===== config.mk =====
export PLATFORM = sky130hd
export DESIGN_NAME = alu_op_sequencer_flat
export DESIGN_NICKNAME = d
export VERILOG_FILES = /design/src/rtl/alu_op_sequencer_if.sv /design/src/rtl/alu_op_sequencer.sv /design/src/flat_wrapper.sv
export SDC_FILE = /design/constraint.sdc
export NUM_CORES = 1
export LEC_CHECK = 0
export ABC_AREA = 1
export CORE_MARGIN = 2
export CORE_UTILIZATION = 40
export CTS_CLUSTER_SIZE = 24
export DETAILED_ROUTE_END_ITERATION = 10
export PLACE_DENSITY_LB_ADDON = 0.12
export SYNTH_ARGS = -nofsm -noshare
export SYNTH_HDL_FRONTEND = slang
export SYNTH_SLANG_ARGS = --single-unit

===== constraint.sdc =====
create_clock -name clk -period 4.55 [get_ports clk]
set_input_delay 0.6825 -clock clk [delete_from_list [all_inputs] [get_ports clk]]
set_output_delay 0.6825 -clock clk [all_outputs]
set_load 0.05 [all_outputs]

===== src/rtl/alu_op_sequencer_if.sv =====
// Bundle of upstream, ALU-side and downstream signals for the ALU issue stage.
// master = the surrounding logic (decode, ALU, consumer); slave = the sequencer.
`timescale 1ns/1ps
interface alu_op_sequencer_if #(
    parameter int NUMBITS = 16,
    parameter int TAGBITS = 4
);
    logic               in_valid;
    logic               in_ready;
    logic [NUMBITS-1:0] in_A;
    logic [NUMBITS-1:0] in_B;
    logic [2:0]         in_opcode;
    logic [TAGBITS-1:0] in_tag;
    logic [NUMBITS-1:0] alu_A;
    logic [NUMBITS-1:0] alu_B;
    logic [2:0]         alu_opcode;
    logic [NUMBITS-1:0] alu_result;
    logic               alu_carryout;
    logic               alu_overflow;
    logic               alu_zero;
    logic               out_valid;
    logic               out_ready;
    logic [NUMBITS-1:0] out_result;
    logic [2:0]         out_flags;
    logic [TAGBITS-1:0] out_tag;
    logic               busy;

    modport master (
        output in_valid, in_A, in_B, in_opcode, in_tag,
        input  in_ready,
        input  alu_A, alu_B, alu_opcode,
        output alu_result, alu_carryout, alu_overflow, alu_zero,
        input  out_valid, out_result, out_flags, out_tag,
        output out_ready,
        input  busy
    );

    modport slave (
        input  in_valid, in_A, in_B, in_opcode, in_tag,
        output in_ready,
        output alu_A, alu_B, alu_opcode,
        input  alu_result, alu_carryout, alu_overflow, alu_zero,
        output out_valid, out_result, out_flags, out_tag,
        input  out_ready,
        output busy
    );
endinterface


===== src/rtl/alu_op_sequencer.sv =====
// Issue stage for the registered 16-bit ALU: buffers operations in a FIFO and
// keeps exactly one in flight, returning result/flags/tag over valid/ready.
`timescale 1ns/1ps
module alu_op_sequencer #(
    parameter int NUMBITS = 16,
    parameter int DEPTH   = 4,
    parameter int TAGBITS = 4
) (
    input  logic              clk,
    input  logic              reset,
    alu_op_sequencer_if.slave bus
);
    localparam int PW = $clog2(DEPTH);
    localparam int CW = PW + 1;
    localparam logic [CW-1:0] FULL = CW'(DEPTH);

    // IDLE wait for work | ISSUE load ALU + pop | EXEC ALU registers | CAPTURE sample | OUT hold
    typedef enum logic [2:0] {
        S_IDLE    = 3'd0,
        S_ISSUE   = 3'd1,
        S_EXEC    = 3'd2,
        S_CAPTURE = 3'd3,
        S_OUT     = 3'd4
    } state_t;

    state_t r_state;
    state_t w_next;

    logic [NUMBITS-1:0] r_fifo_a   [DEPTH];
    logic [NUMBITS-1:0] r_fifo_b   [DEPTH];
    logic [2:0]         r_fifo_op  [DEPTH];
    logic [TAGBITS-1:0] r_fifo_tag [DEPTH];
    logic [PW-1:0]      r_wr_ptr;
    logic [PW-1:0]      r_rd_ptr;
    logic [CW-1:0]      r_count;

    logic [NUMBITS-1:0] r_alu_a;
    logic [NUMBITS-1:0] r_alu_b;
    logic [2:0]         r_alu_op;
    logic [TAGBITS-1:0] r_tag;
    logic               r_out_valid;
    logic [NUMBITS-1:0] r_out_result;
    logic [2:0]         r_out_flags;
    logic [TAGBITS-1:0] r_out_tag;

    logic w_in_ready;
    logic w_push;
    logic w_pop;
    logic w_issue;
    logic w_capture;
    logic w_done;
    logic w_busy;

    assign w_in_ready = (r_count != FULL);
    assign w_push     = bus.in_valid && w_in_ready;

    always_ff @(posedge clk or posedge reset) begin
        if (reset) r_state <= S_IDLE;
        else       r_state <= w_next;
    end

    always_comb begin
        w_next = r_state;
        case (r_state)
            S_IDLE:    if (r_count != '0) w_next = S_ISSUE;
            S_ISSUE:   w_next = S_EXEC;
            S_EXEC:    w_next = S_CAPTURE;
            S_CAPTURE: w_next = S_OUT;
            S_OUT:     if (r_out_valid && bus.out_ready)
                           w_next = (r_count != '0) ? S_ISSUE : S_IDLE;
            default:   w_next = S_IDLE;
        endcase
    end

    always_comb begin
        w_issue   = (r_state == S_ISSUE);
        w_capture = (r_state == S_CAPTURE);
        w_done    = (r_state == S_OUT) && r_out_valid && bus.out_ready;
        w_pop     = w_issue;
        w_busy    = (r_state != S_IDLE) || (r_count != '0);
    end

    // Storage needs no reset: count and pointers decide what is valid.
    always_ff @(posedge clk) begin
        if (w_push) begin
            r_fifo_a[r_wr_ptr]   <= bus.in_A;
            r_fifo_b[r_wr_ptr]   <= bus.in_B;
            r_fifo_op[r_wr_ptr]  <= bus.in_opcode;
            r_fifo_tag[r_wr_ptr] <= bus.in_tag;
        end
    end

    always_ff @(posedge clk or posedge reset) begin
        if (reset) begin
            r_wr_ptr <= '0;
            r_rd_ptr <= '0;
            r_count  <= '0;
        end else begin
            if (w_push) r_wr_ptr <= r_wr_ptr + 1'b1;
            if (w_pop)  r_rd_ptr <= r_rd_ptr + 1'b1;
            case ({w_push, w_pop})
                2'b10:   r_count <= r_count + 1'b1;
                2'b01:   r_count <= r_count - 1'b1;
                default: r_count <= r_count;
            endcase
        end
    end

    always_ff @(posedge clk or posedge reset) begin
        if (reset) begin
            r_alu_a      <= '0;
            r_alu_b      <= '0;
            r_alu_op     <= '0;
            r_tag        <= '0;
            r_out_valid  <= 1'b0;
            r_out_result <= '0;
            r_out_flags  <= '0;
            r_out_tag    <= '0;
        end else begin
            if (w_issue) begin
                r_alu_a  <= r_fifo_a[r_rd_ptr];
                r_alu_b  <= r_fifo_b[r_rd_ptr];
                r_alu_op <= r_fifo_op[r_rd_ptr];
                r_tag    <= r_fifo_tag[r_rd_ptr];
            end
            if (w_capture) begin
                r_out_result <= bus.alu_result;
                r_out_flags  <= {bus.alu_carryout, bus.alu_overflow, bus.alu_zero};
                r_out_tag    <= r_tag;
                r_out_valid  <= 1'b1;
            end else if (w_done) begin
                r_out_valid  <= 1'b0;
            end
        end
    end

    assign bus.in_ready   = w_in_ready;
    assign bus.alu_A      = r_alu_a;
    assign bus.alu_B      = r_alu_b;
    assign bus.alu_opcode = r_alu_op;
    assign bus.out_valid  = r_out_valid;
    assign bus.out_result = r_out_result;
    assign bus.out_flags  = r_out_flags;
    assign bus.out_tag    = r_out_tag;
    assign bus.busy       = w_busy;
endmodule


===== src/flat_wrapper.sv =====
// flat-port wrapper written by rule: the top's interface ports become plain ports
module alu_op_sequencer_flat 
#(
    parameter int NUMBITS = 16,
    parameter int DEPTH   = 4,
    parameter int TAGBITS = 4
)
  (clk, reset, bus_in_valid, bus_in_A, bus_in_B, bus_in_opcode, bus_in_tag, bus_in_ready, bus_alu_A, bus_alu_B, bus_alu_opcode, bus_alu_result, bus_alu_carryout, bus_alu_overflow, bus_alu_zero, bus_out_valid, bus_out_result, bus_out_flags, bus_out_tag, bus_out_ready, bus_busy);
  alu_op_sequencer_if #(.NUMBITS(NUMBITS), .TAGBITS(TAGBITS)) bus_i ();
  input  logic clk;
  input  logic reset;
  input wire logic [$bits(bus_i.in_valid)-1:0] bus_in_valid;
  input wire logic [$bits(bus_i.in_A)-1:0] bus_in_A;
  input wire logic [$bits(bus_i.in_B)-1:0] bus_in_B;
  input wire logic [$bits(bus_i.in_opcode)-1:0] bus_in_opcode;
  input wire logic [$bits(bus_i.in_tag)-1:0] bus_in_tag;
  output wire logic [$bits(bus_i.in_ready)-1:0] bus_in_ready;
  output wire logic [$bits(bus_i.alu_A)-1:0] bus_alu_A;
  output wire logic [$bits(bus_i.alu_B)-1:0] bus_alu_B;
  output wire logic [$bits(bus_i.alu_opcode)-1:0] bus_alu_opcode;
  input wire logic [$bits(bus_i.alu_result)-1:0] bus_alu_result;
  input wire logic [$bits(bus_i.alu_carryout)-1:0] bus_alu_carryout;
  input wire logic [$bits(bus_i.alu_overflow)-1:0] bus_alu_overflow;
  input wire logic [$bits(bus_i.alu_zero)-1:0] bus_alu_zero;
  output wire logic [$bits(bus_i.out_valid)-1:0] bus_out_valid;
  output wire logic [$bits(bus_i.out_result)-1:0] bus_out_result;
  output wire logic [$bits(bus_i.out_flags)-1:0] bus_out_flags;
  output wire logic [$bits(bus_i.out_tag)-1:0] bus_out_tag;
  input wire logic [$bits(bus_i.out_ready)-1:0] bus_out_ready;
  output wire logic [$bits(bus_i.busy)-1:0] bus_busy;
  assign bus_i.in_valid = bus_in_valid;
  assign bus_i.in_A = bus_in_A;
  assign bus_i.in_B = bus_in_B;
  assign bus_i.in_opcode = bus_in_opcode;
  assign bus_i.in_tag = bus_in_tag;
  assign bus_in_ready = bus_i.in_ready;
  assign bus_alu_A = bus_i.alu_A;
  assign bus_alu_B = bus_i.alu_B;
  assign bus_alu_opcode = bus_i.alu_opcode;
  assign bus_i.alu_result = bus_alu_result;
  assign bus_i.alu_carryout = bus_alu_carryout;
  assign bus_i.alu_overflow = bus_alu_overflow;
  assign bus_i.alu_zero = bus_alu_zero;
  assign bus_out_valid = bus_i.out_valid;
  assign bus_out_result = bus_i.out_result;
  assign bus_out_flags = bus_i.out_flags;
  assign bus_out_tag = bus_i.out_tag;
  assign bus_i.out_ready = bus_out_ready;
  assign bus_busy = bus_i.busy;
  alu_op_sequencer #(.NUMBITS(NUMBITS), .DEPTH(DEPTH), .TAGBITS(TAGBITS)) u_core (.clk(clk), .reset(reset), .bus(bus_i));
endmodule

==> Word-level counts from Yosys, hierarchy flattened <==
Memories as Yosys holds them, arrays and structs flattened. A register that Yosys moved wholly into a read port is not among the register bits.
Cells that the tools add are included.
{ "op_classes": {"addsub": 4, "n_eq_ne": 9, "n_mux": 9, "n_reduce_logical": 11} }
{ "ops": {"columns": ["op", "n"], "rows": [
  ["3-bit case mux with 5 select lines", 1],
  ["3-bit by 2-bit equality test with 1-bit output, second input constant", 2],
  ["3-bit two-way mux", 2],
  ["3-bit case mux with 2 select lines", 1],
  ["3-bit nonzero test", 2],
  ["1-bit two-way mux", 5],
  ["2-bit by 1-bit adder with 2-bit output, second input constant", 2],
  ["1-bit logical AND", 4],
  ["2-bit by 1-bit != test with 1-bit output, second input constant", 2],
  ["2-bit nonzero test", 2],
  ["3-bit by 1-bit adder with 3-bit output, second input constant", 1],
  ["3-bit by 1-bit equality test with 1-bit output, second input constant", 1],
  ["3-bit equality test, second input constant", 1],
  ["3-bit logical NOT", 1],
  ["3-bit != test, second input constant", 1],
  ["3-bit by 1-bit subtractor with 3-bit output, second input constant", 1],
  ["2-bit by 1-bit equality test with 1-bit output, second input constant", 1],
  ["2-bit equality test, second input constant", 1],
  ["2-bit AND reduction", 1],
  ["1-bit logical OR", 1]
]} }
{ "word_totals": {"regBits": 34, "ram_bits": 156, "in_bits": 62, "elab_cells": 45, "mem_count": 4} }
{ "memory_table": {"columns": ["memory", "words", "word_bits", "read_ports", "rd_clocked_by_memory_dff", "wr", "line_no", "text"], "rows": [
  ["u_core.r_fifo_a", 4, 16, 1, 1, 1, "alu_op_sequencer.sv:29", "logic [NUMBITS-1:0] r_fifo_a [DEPTH];"],
  ["u_core.r_fifo_b", 4, 16, 1, 1, 1, "alu_op_sequencer.sv:30", "logic [NUMBITS-1:0] r_fifo_b [DEPTH];"],
  ["u_core.r_fifo_tag", 4, 4, 1, 1, 1, "alu_op_sequencer.sv:32", "logic [TAGBITS-1:0] r_fifo_tag [DEPTH];"],
  ["u_core.r_fifo_op", 4, 3, 1, 1, 1, "alu_op_sequencer.sv:31", "logic [2:0] r_fifo_op [DEPTH];"]
]} }

==> Logic depth before layout (Yosys ltp) <==
{ "logic_depth": {"ltp_word": 5, "depth_mapped": 10, "mapped_depth_nobuf": 9} }

==> Worst setup path after synthesis <==
No wires, ideal clock.
{ "synth_timing": {"path_kind": "reg2reg", "start": "register u_core.r_count[0]", "end": "memory u_core.r_fifo_a[0][0], enable pin", "setup_ns": 0.435, "t_arrival_ns": 2.787, "required_time_ns": 4.115, "path_slack_ns": 1.328, "path_stages_with_launch": 5, "cell_sequence": "dfrtp_1 > inv_1 > nand3_1 > nand2_2 > nor2_1"} }
{ "synth_via": {"elab_chain_len": 4} }
{ "synth_rtl": {"columns": ["element", "line_no", "text"], "rows": [
  ["start: declaration", "alu_op_sequencer.sv:35", "logic [CW-1:0] r_count;"],
  ["start signal: assignment", "alu_op_sequencer.sv:102", "2'b10: r_count <= r_count + 1'b1;"],
  ["start signal: assignment", "alu_op_sequencer.sv:103", "2'b01: r_count <= r_count - 1'b1;"],
  ["start signal: assignment", "alu_op_sequencer.sv:104", "default: r_count <= r_count;"],
  ["3-bit != test", "alu_op_sequencer.sv:54", "assign w_in_ready = (r_count != FULL);"],
  ["net bus_in_ready", "flat_wrapper.sv:17", "output wire logic [$bits(bus_i.in_ready)-1:0] bus_in_ready;"],
  ["1-bit logical AND", "alu_op_sequencer.sv:55", "assign w_push = bus.in_valid && w_in_ready;"],
  ["1-bit two-way mux", "alu_op_sequencer.sv:85", "if (w_push) begin"],
  ["1-bit two-way mux (implied by the code)", "alu_op_sequencer.sv:86", "r_fifo_a[r_wr_ptr] <= bus.in_A;"],
  ["end: declaration", "alu_op_sequencer.sv:29", null]
]} }
The timed path passes the listed nets, and every way through them passes these cells.

==> Worst setup path in the final report <==
{ "layout_timing": {"start": "register u_core.r_state[0]", "end": "output port bus_busy"} }
{ "layout_via": {"elab_chain_len": 2} }
{ "layout_rtl": {"columns": ["element", "line_no", "text"], "rows": [
  ["start: declaration", "alu_op_sequencer.sv:26", "state_t r_state;"],
  ["start signal: assignment", "alu_op_sequencer.sv:59", "else r_state <= w_next;"],
  ["3-bit nonzero test", "alu_op_sequencer.sv:80", "w_busy = (r_state != S_IDLE) || (r_count != '0);"],
  ["1-bit logical OR", "alu_op_sequencer.sv:80", null],
  ["end: declaration", "flat_wrapper.sv:30", "output wire logic [$bits(bus_i.busy)-1:0] bus_busy;"]
]} }
Every way passes these cells.

==> metrics.md <==
| Metric | Value |
|---|---|
| Starting DRT DRC Count | `289` |
| Kind of capture point of the worst setup path | `output pin` |
| Clock sinks | `229` |
| Number of setup buffers added after CTS | `0` |
| Share of the synthesized area in the top cell type | `48.87%` |
| Number of cells on the critical path | `5` |
| Wire length of the first global-routing pass | `32690 um` |
| Count of unresolved DRC violations after routing | `0` |
| Row Count | `56` |
| Most frequent cell on the critical path | `nand2_1` |
| WHS Path Cells | `2` |
| Worst setup path class | `reg -> out` |
| Final Slew Violations | `0` |
| Starting density of the core | `40.84%` |
| RSZ-0062 raised after global routing | `no` |
| Total power divided by cell area | `731.9 nW/um^2` |
| Master of the slowest instance on the critical path | `clkdlybuf4s50_1` |
| Final global-route overflow total | `0` |
| Required @ worst endpoint | `3.87 ns` |
| Sequential-to-total area share from yosys stat | `67.93%` |
| DP HPWL | `11510 um` |
| Critical-path maximum fanout | `4` |
| Die X | `158.8 um` |
| Final cycle utilization of the critical path | `59.85%` |
| Worst path top cell family by delay | `buffers and inverters` |
| Area inside the core boundary | `23470 sq um` |
| Maximum number of pins on one net before global-route repair | `80` |
| Total die area | `25220 sq um` |
| Setup_tns | `0 ns` |
| Largest clock skew in the final design | `0.01065 ns` |
| Net count, final | `1136` |
| Tot Pwr | `8.705 mW` |
| Clock tree from TritonCTS | `yes` |
| Total iterations of the first detailed-routing run | `5` |
| Number of distinct library cells after synthesis | `22` |
| Slack of the worst reg-to-reg path | `2.25 ns` |
| Synth Instances | `949` |
| Stage delay of the slowest cell on the critical path | `0.81 ns` |
| Combined global-route utilization of all metal layers | `16.01%` |
| Post-synthesis sequential element count | `229` |
| Max-slew headroom at the worst pin | `26.59%` |
| Hold_buf cts | `0` |
| Post-route minimum period | `2.723 ns` |
| Initial antenna violation count | `0` |
| Per-instance average area after synthesis | `10.10 sq um` |
| Status | `completed` |
| Layout overhead on the synthesized area | `24.07%` |
| Fraction of final layout cells with drive strength greater than 1 | `6.267%` |
| Leakage dissipation | `5.528 nW` |
| Via density per instance | `4.437` |
| Reg2reg end | `u_core.r_fifo_a[2][8]$_DFFE_PP_` |
| WHS Endpoint | `u_core.bus.alu_A[12]$_DFFE_PP0N_` |
| IO Count | `123` |
| Path class of the lowest-slack min-delay path | `reg -> reg` |
| Netlist Area Pre-Place | `9585 sq um` |
| Worst path cell trace | `inv_1 -> nand2_1 -> nor2_1 -> nand2_1 -> clkdlybuf4s50_1` |
| Startpoint type of the worst setup path | `flop` |
| Cell type with the highest aggregate area in the netlist | `edfxtp_1` |
| Total clock buffers created by CTS | `25` |
| Buffer depth of the longest clock path | `3` |
| Final Hold Viols | `0` |
| Synth top area cells | `edfxtp_1 (49%), dfrtp_1 (19%), nand2_1 (14%)` |
| Resize count post-CTS | `0` |
| Final setup violation count | `0` |
| Yosys Warn Count | `0` |
| Buf/Inv on CP | `2` |
| Source of the worst register-to-register timing path | `u_core.r_count[0]$_DFFE_PP0P_` |
| Max capacitance violation total | `0` |
| Hold path startpoint | `u_core.bus.alu_A[12]$_DFFE_PP0N_` |
| Synthesized net count | `1017` |
| Antenna Nets Post-Route | `0` |
| Via count of the first global-routing pass | `6203` |
| Vias | `6229` |
| Clock Root Buffer | `clkbuf_16` |
| Number of fill cells | `2130` |
| VDD IR-drop max | `0.3689 mV` |
| Height of the die | `158.8 um` |
| Depth of the most critical reg-to-reg path | `5` |
| CTS H-tree lvls | `1` |
| Transition time of the tightest slew-check pin | `1.101 ns` |
| Routed wire length | `19790 um` |
| Data arrival time of the critical path | `2.04 ns` |
| Clock latency reported for the late side of the worst-skew pair | `0.51 ns` |
| Wire per inst | `14.09 um` |
| CTS clock-pin slew for the worst setup and hold paths | `0.06 ns` |
| Highest Clock Rate | `0.3672 GHz` |
| Weighted congestion reported at the end of routability-driven placement | `0.7309` |
| Port Buf Inserts | `122` |
| Ant diodes | `0` |
## metal layers
layer  global-route usage, %  share of wire, %  routed length (um)
met1                   20.83                45                8865
met2                   28.25                50                9889
met3                   2.612               4.0                 790
met4                   3.420               1.2                 240
met5                       0                 0                   0
## registers in the layout, indices dropped and copies added (netlist names)
register,flops
u_core.r_fifo_tag,16
u_core.bus.out_valid,1
u_core.r_count,3
u_core.bus.alu_B,16
u_core.bus.out_flags,3
u_core.bus.alu_opcode,3
u_core.r_fifo_a,64
u_core.bus.alu_A,16
u_core.bus.out_result,16
u_core.r_tag,4
u_core.r_fifo_b,64
u_core.r_state,3
u_core.r_wr_ptr,2
u_core.r_rd_ptr,2
u_core.bus.out_tag,4
u_core.r_fifo_op,12
## stage by stage
stage	instance area [sq um]	std cells	utilization (%)	hold WS, ns	setup WS [ns]
5_1_grt	11890	1404	50.67	0.5036	1.703
3_5_place_dp	11070	1360	47.17	0.4647	1.605
3_3_place_gp	11070	1360	47.17	0.4604	1.654
4_1_cts	11890	1404	50.67	0.4808	1.796
2_1_floorplan	9585	949	-	0.4488	1.328
6_report	11890	1404	50.67	0.4743	1.827
## cells in the final DEF, fill, tap and decap left out, types with 9 or more instances in the layout
cell | Yosys | final
edfxtp_1 | 156 | 156
dfrtp_1 | 73 | 71
o21ai_2 | 10 | 10
nand3_1 | 86 | 86
buf_4 | 3 | 9
o21ai_0 | 14 | 14
clkdlybuf4s50_1 | 0 | 122
clkbuf_16 | 0 | 25
inv_1 | 197 | 195
nand2_1 | 349 | 349
## cells by family after synthesis
| kind of cell | share of synthesized area, % |
|---|---|
| simple gates | 18.78 |
| compound gates | 1.749 |
| xor+xnor | 0.3656 |
| fa+ha+maj | 0.8615 |
| buf+inv | 10.31 |
| flops | 67.93 |
## worst min-delay path, cell delays in order, from the launching register on
cell and delay, ns:
dfrtp_1 0.34, nand2_1 0.05, nand2_1 0.05
## cell usage after synthesis
library cell	count
nand2_1	349
clkbuf_1	2
a21oi_1	1
xnor2_1	1
fa_1	1
nand3_4	1
o21ai_0	14
inv_2	3
dfrtp_1	73
ha_1	5
edfxtp_1	156
buf_4	3
nand3_2	1
inv_1	197
o21ai_1	1
nand2_2	1
buf_6	6
nor2_1	7
buf_2	28
nand3_1	86
xor2_1	3
o21ai_2	10
## worst max-delay path by stage
stage | slack, ns | endpoint | startpoint
floorplan | 1.33 | u_core.r_fifo_a[0][0]$_DFFE_PP_ | u_core.r_count[0]$_DFFE_PP0P_
global placement | 1.65 | u_core.r_fifo_tag[2][0]$_DFFE_PP_ | bus_in_valid
detailed placement | 1.60 | u_core.r_fifo_tag[2][0]$_DFFE_PP_ | bus_in_valid
CTS | 1.80 | bus_busy | u_core.r_state[0]$_DFFE_PP0P_
global route | 1.70 | bus_busy | u_core.r_state[0]$_DFFE_PP0P_
finish | 1.83 | bus_busy | u_core.r_state[0]$_DFFE_PP0P_
## power breakdown
group | internal (mW) | switching, mW | total, mW
logic | 1.08 | 2.50 | 3.58
registers | 2.87 | 0.229 | 3.10
clock network | 1.25 | 0.779 | 2.02
## area by class of cell
cell class                 count  area, sq um  area share (%)
tap                          319        399.1           3.356
inverter                     200        752.0           6.323
sequential                   229         6516           54.79
clock inverter                13        162.7           1.368
timing repair buffer         131         1289           10.84
clock buffer                  31        658.1           5.534
multi-input combinational    481         2116           17.79
Note: power is estimated with default switching activity, not from simulation.
